`config.mk`:
```
export PLATFORM = sky130hd
export DESIGN_NAME = id_ex_skid
export DESIGN_NICKNAME = d
export VERILOG_FILES = /design/src/rtl/id_ex_skid_pkg.sv /design/src/rtl/id_ex_skid_bundle_reg.sv /design/src/rtl/id_ex_skid.sv
export SDC_FILE = /design/constraint.sdc
export NUM_CORES = 1
export LEC_CHECK = 0
export CAP_MARGIN = 30
export CORE_ASPECT_RATIO = 2
export CORE_MARGIN = 4
export CORE_UTILIZATION = 48
export DETAILED_ROUTE_END_ITERATION = 16
export GPL_TIMING_DRIVEN = 1
export PLACE_DENSITY = 0.8
export SETUP_SLACK_MARGIN = 0.1
export SYNTH_ARGS = -nofsm -noshare
export SYNTH_HDL_FRONTEND = slang
export SYNTH_HIERARCHICAL = 1
export SYNTH_SLANG_ARGS = --single-unit
```
`constraint.sdc`:
```
create_clock -name clk -period 1.8 [get_ports clk]
set_input_delay 0.18 -clock clk [delete_from_list [all_inputs] [get_ports clk]]
set_output_delay 0.18 -clock clk [all_outputs]
set_load 0.01 [all_outputs]
```
`src/rtl/id_ex_skid_pkg.sv`:
```
// id_ex_skid_pkg
//   Shared definitions for the ID/EX skid-buffered pipeline register:
//   default widths, the skid-buffer state encoding and a helper that
//   computes the width of the stored instruction bundle.
//   No ports (package).
package id_ex_skid_pkg;

  localparam int DEF_DATA_W = 16;
  localparam int DEF_OP_W   = 5;
  localparam int DEF_REG_W  = 3;
  localparam int BUBBLE_W   = 16;

  typedef enum logic [1:0] {
    EMPTY = 2'd0,
    ONE   = 2'd1,
    FULL  = 2'd2
  } skid_state_e;

  // Stored bundle layout is {op, a, b, rd, wen}.
  function automatic int bundle_width(input int data_w, input int op_w, input int reg_w);
    return op_w + 2 * data_w + reg_w + 1;
  endfunction

endpackage

```
`src/rtl/id_ex_skid_bundle_reg.sv`:
```
// id_ex_bundle_reg
//   Enable-loaded register for one instruction bundle with a synchronous
//   clear. Used twice by id_ex_skid: once as the main (output-driving)
//   entry and once as the skid (overflow) entry.
//   Ports:
//     clk  - clock, rising edge
//     rst  - synchronous active-high reset, clears the register
//     clr  - synchronous clear, wins over en
//     en   - load d on the next edge
//     d    - bundle to load
//     q    - held bundle
module id_ex_bundle_reg #(
  parameter int W = 41
) (
  input  logic         clk,
  input  logic         rst,
  input  logic         clr,
  input  logic         en,
  input  logic [W-1:0] d,
  output logic [W-1:0] q
);

  // Clearing takes priority so an emptied entry always reads as zero,
  // which keeps the downstream bundle at zero whenever nothing is valid.
  always_ff @(posedge clk) begin
    if (rst || clr) begin
      q <= '0;
    end else if (en) begin
      q <= d;
    end
  end

endmodule

```
`src/rtl/id_ex_skid.sv`:
```
// id_ex_skid
//   ID/EX pipeline register built as a two-entry skid buffer. The decode
//   stage hands over an instruction with a valid/ready handshake; the
//   B operand is selected (register or immediate) before storage. The main
//   entry drives the execute stage, the skid entry absorbs one instruction
//   when execute stalls, so in_ready can be a plain flop.
//   Optional feature: define ID_EX_BUBBLE_CNT_EN to build a saturating
//   counter of cycles in which no instruction is offered to execute.
//   Ports:
//     clk, rst                       - clock, synchronous active-high reset
//     in_valid / in_ready            - decode-side handshake (in_ready registered)
//     in_op, in_rs_data, in_rt_data,
//     in_imm, in_imm_sel, in_rd, in_wen - decoded instruction fields
//     flush                          - drop every held instruction
//     out_valid / out_ready          - execute-side handshake
//     out_op, out_a, out_b,
//     out_rd, out_wen                - execute bundle (zero when not valid)
//     bubble_cnt                     - idle-cycle count (0 when feature off)
module id_ex_skid
  import id_ex_skid_pkg::*;
#(
  parameter int DATA_W = DEF_DATA_W,
  parameter int OP_W   = DEF_OP_W,
  parameter int REG_W  = DEF_REG_W
) (
  input  logic                clk,
  input  logic                rst,
  input  logic                in_valid,
  output logic                in_ready,
  input  logic [OP_W-1:0]     in_op,
  input  logic [DATA_W-1:0]   in_rs_data,
  input  logic [DATA_W-1:0]   in_rt_data,
  input  logic [DATA_W-1:0]   in_imm,
  input  logic                in_imm_sel,
  input  logic [REG_W-1:0]    in_rd,
  input  logic                in_wen,
  input  logic                flush,
  output logic                out_valid,
  input  logic                out_ready,
  output logic [OP_W-1:0]     out_op,
  output logic [DATA_W-1:0]   out_a,
  output logic [DATA_W-1:0]   out_b,
  output logic [REG_W-1:0]    out_rd,
  output logic                out_wen,
  output logic [BUBBLE_W-1:0] bubble_cnt
);

  localparam int BW = bundle_width(DATA_W, OP_W, REG_W);

  skid_state_e   state;
  skid_state_e   next_state;
  logic          push;
  logic          pop;
  logic          main_load;
  logic          main_from_skid;
  logic          main_clr;
  logic          skid_load;
  logic          skid_clr;
  logic [BW-1:0] in_bundle;
  logic [BW-1:0] main_d;
  logic [BW-1:0] main_q;
  logic [BW-1:0] skid_q;

  // The operand mux sits before storage so both entries hold ALU-ready data.
  assign in_bundle = {in_op, in_rs_data, (in_imm_sel ? in_imm : in_rt_data), in_rd, in_wen};

  assign push = in_valid & in_ready;
  assign pop  = out_valid & out_ready;

  // State register. in_ready is computed from the next state so it is a
  // flop yet never admits an instruction the buffer cannot hold.
  always_ff @(posedge clk) begin
    if (rst) begin
      state    <= EMPTY;
      in_ready <= 1'b0;
    end else begin
      state    <= next_state;
      in_ready <= (next_state != FULL);
    end
  end

  // Next-state logic. Flush overrides any transfer in the same cycle.
  always_comb begin
    next_state = state;
    if (flush) begin
      next_state = EMPTY;
    end else begin
      unique case (state)
        EMPTY: if (push) next_state = ONE;
        ONE: begin
          if (push && !pop)      next_state = FULL;
          else if (!push && pop) next_state = EMPTY;
        end
        FULL: if (pop) next_state = ONE;
        default: next_state = EMPTY;
      endcase
    end
  end

  // Output / datapath control. In ONE with push and pop the new
  // instruction goes straight to main; in FULL a pop promotes skid to main.
  always_comb begin
    out_valid      = (state != EMPTY);
    main_load      = 1'b0;
    main_from_skid = 1'b0;
    skid_load      = 1'b0;
    main_clr       = flush | (next_state == EMPTY);
    skid_clr       = flush;
    unique case (state)
      EMPTY: main_load = push;
      ONE: begin
        main_load = push & pop;
        skid_load = push & ~pop;
      end
      FULL: begin
        main_load      = pop;
        main_from_skid = 1'b1;
        skid_clr       = flush | pop;
      end
      default: main_load = 1'b0;
    endcase
  end

  assign main_d = main_from_skid ? skid_q : in_bundle;

  id_ex_bundle_reg #(.W(BW)) u_main (
    .clk (clk),
    .rst (rst),
    .clr (main_clr),
    .en  (main_load),
    .d   (main_d),
    .q   (main_q)
  );

  id_ex_bundle_reg #(.W(BW)) u_skid (
    .clk (clk),
    .rst (rst),
    .clr (skid_clr),
    .en  (skid_load),
    .d   (in_bundle),
    .q   (skid_q)
  );

  assign {out_op, out_a, out_b, out_rd, out_wen} = main_q;

`ifdef ID_EX_BUBBLE_CNT_EN
  // Idle-cycle counter: counts every non-reset cycle with nothing offered
  // to execute, and sticks at all-ones instead of wrapping.
  always_ff @(posedge clk) begin
    if (rst) begin
      bubble_cnt <= '0;
    end else if (!out_valid && (bubble_cnt != {BUBBLE_W{1'b1}})) begin
      bubble_cnt <= bubble_cnt + 1'b1;
    end
  end
`else
  assign bubble_cnt = '0;
`endif

endmodule
```
==> results.yml <==
sta:
  finalMaxSlewViolations: 0
  finalCritPeriodShare_pct: 89.8
  hold_violations: 0
  rsz0062_at_grt: "false"
  setup_violations: 0
  period_minus_slack_ps: 1620
  setup_ws_ps: 183
  clock_skew_ps: 3.85
  max_freq_mhz: 618
layout:
  nNetsFinal: 622
  final_layout_size_suffix_gt1_share_pct: 12.2
  mostFrequentLayoutCells: "121 x nor2_1, 104 x clkdlybuf4s50_1, 84 x dfxtp_1"
  layout.cells.non_filler: 662
  final.fill_count: 709
  final_common_cell: "nor2_1"
  area_growth_pct: 31.9
  antenna_cells: 0
routing:
  drt-vias-per-instance: 5.01
  wl_um: 10200
  wire_per_inst_um: 15.4
  drt-pass1-iter-count: 4
  initialDrtViolationCount: 135
  drtAntennaViolNets: 0
  dr_total_vias: 3315
  drc: 0
global_route:
  first_global_vias: 3505
  overflow: 0
  grt_usage_pct: 20.9
  antenna_found_initial: 0
  grt_pass1_wl_um: 16500
  grt_max_degree: 27
die:
  initial_core_util_pct: 49.7
  die_w_um: 73.8
  fp.dieH_um: 140
  core_um2: 8350
  die_area_um2: 10300
  io_pins: 122
  num_rows: 47
setup_path:
  crit_type: "register to register"
  rrSetupSlack_ps: 180
  r2r_cells: 6
  r2r_start: "state[0]$_SDFF_PP0_"
  end_kind: "register"
  crit_fanout: 15
  cp-start-kind: "register"
  rr_endpoint: "u_skid/q[16]$_SDFFE_PP0P_"
  required_ps: 2020
  cp.arrival_ps: 1840
clock_tree:
  hold_buffers: 0
  post_cts_buffers: 0
  clkTransAtPathRegs_ps: 60
  cts_max_path_buffers: 2
  cts_buffers: 9
  cts_max_level: 3
  clock_latency_ps: 340
  cts.sink_count: 85
  tritoncts: "yes"
  clockRootBuffer: "clkbuf_16"
place:
  pre_cts_slack_ps: -101
  dp.cells: 646
  dp_hpwl_um: 7260
  port_buffers: 105
  gp_congestion: 0.785
pwr:
  ir_drop_uv: 598
  p_per_area_nw_per_um2: 801
  p_leak_nw: 2.17
hold_path:
  whs_endpoint: "u_skid/q[23]$_SDFFE_PP0P_"
  whs_path_depth: 3
  hp-start: "in_rs_data[3]"
  hold_class: "input pin to register"
synth:
  ys_types: 28
  syn_inst: 458
  synth-main-ff-cell: "dfxtp_1"
  synth_edf_count: 0
  netlist_area_um2: 4150
  seq_area_frac_synth_pct: 41.0
  yosys_warnings: 6
  syn_area_per_cell_um2: 9.07
  async_flop_share_pct: 0
  ys_seq_elements: 85
outcome:
  outcome: "finished, final reports clean"
flow_run:
  drv_cap: 0
-- registers in the layout, indices dropped and copies added (netlist names) --
name      cells
u_main/q     41
u_skid/q     41
state         2
in_ready      1
-- worst max-delay path by stage --
stage / startpoint / end / slack [ps]
6_report: state[0]$_SDFF_PP0_ / u_skid/q[16]$_SDFFE_PP0P_ / 180
2_1_floorplan: state[0]$_SDFF_PP0_ / u_skid/q[3]$_SDFFE_PP0P_ / 220
3_5_place_dp: out_ready / u_skid/q[8]$_SDFFE_PP0P_ / -100
3_3_place_gp: out_ready / u_skid/q[3]$_SDFFE_PP0P_ / -50
4_1_cts: state[0]$_SDFF_PP0_ / u_skid/q[16]$_SDFFE_PP0P_ / 130
5_1_grt: state[0]$_SDFF_PP0_ / u_skid/q[5]$_SDFFE_PP0P_ / 110
-- routing by layer --
| layer | GRT usage, % | part of all wire (%) | vias to the layer above |
|---|---|---|---|
| met4 | 10.8 | 3.0 | 0 |
| met2 | 38.3 | 56 | 97 |
| met5 | 0 | 0 | - |
| li1 | - | - | 1644 |
| met3 | 4.84 | 5.0 | 19 |
| met1 | 20.7 | 36 | 1555 |
-- power breakdown --
part | internal (mW) | total [mW] | switching, mW
Clock | 1.29 | 2.02 | 0.727
Combinational | 0.268 | 0.470 | 0.202
Sequential | 1.89 | 1.90 | 0.00677
-- critical path, cell delays in order, from the launching register on --
cell and delay [ps]:
dfxtp_1 350, or2b_4 300, nor3_2 190, buf_4 180, buf_12 170, mux2i_1 240, nor2_1 60
-- cell families after synthesis --
group / synth area share [%]
mux: 25.0
xor+xnor: 0.211
other cells: 0.0903
flops: 41.0
compound gates: 1.27
buf+inv: 11.3
simple gates: 21.2
-- timing repair --
| action | 4_1_cts | 5_1_grt |
|---|---|---|
| cloned | 0 | 0 |
| setup endpoints to repair | 1 | 29 |
| resized for setup | 1 | 3 |
-- synth_stat cells (2+ instances only) --
master / count / area share, %
nor2_1: 122 / 11
buf_2: 3 / 0.36
buf_6: 22 / 6.0
buf_12: 2 / 0.96
mux2_4: 10 / 3.6
nor2_2: 10 / 1.5
nand2_1: 76 / 6.9
mux2_2: 6 / 1.6
and3b_1: 2 / 0.42
mux2i_1: 82 / 20
dfxtp_1: 85 / 41
or2_1: 2 / 0.30
buf_4: 20 / 3.6
a21oi_1: 2 / 0.24
-- stage by stage --
stage	power [mW]	setup TNS (ps)	cell area (um^2)	utilization, %	hold slack [ps]
after floorplan	2.23	0	4210	-	249
after global placement	2.40	-2650	5150	61.6	472
after detailed placement	2.41	-4160	5150	61.6	481
after CTS	4.42	0	5470	65.5	481
after global routing	4.53	0	5480	65.6	501
final	4.39	0	5480	65.6	491
-- area by class of cell --
| type | count | area [um^2] | area share (%) |
|---|---|---|---|
| Multi-Input combinational cell | 340 | 2050 | 37.5 |
| Timing Repair Buffer | 123 | 1270 | 23.2 |
| Sequential cell | 85 | 1700 | 31.1 |
| Tap cell | 98 | 123 | 2.24 |
| Clock buffer | 13 | 260 | 4.75 |
| Clock inverter | 3 | 67.6 | 1.23 |
Note: power is estimated with default switching activity, not from simulation.
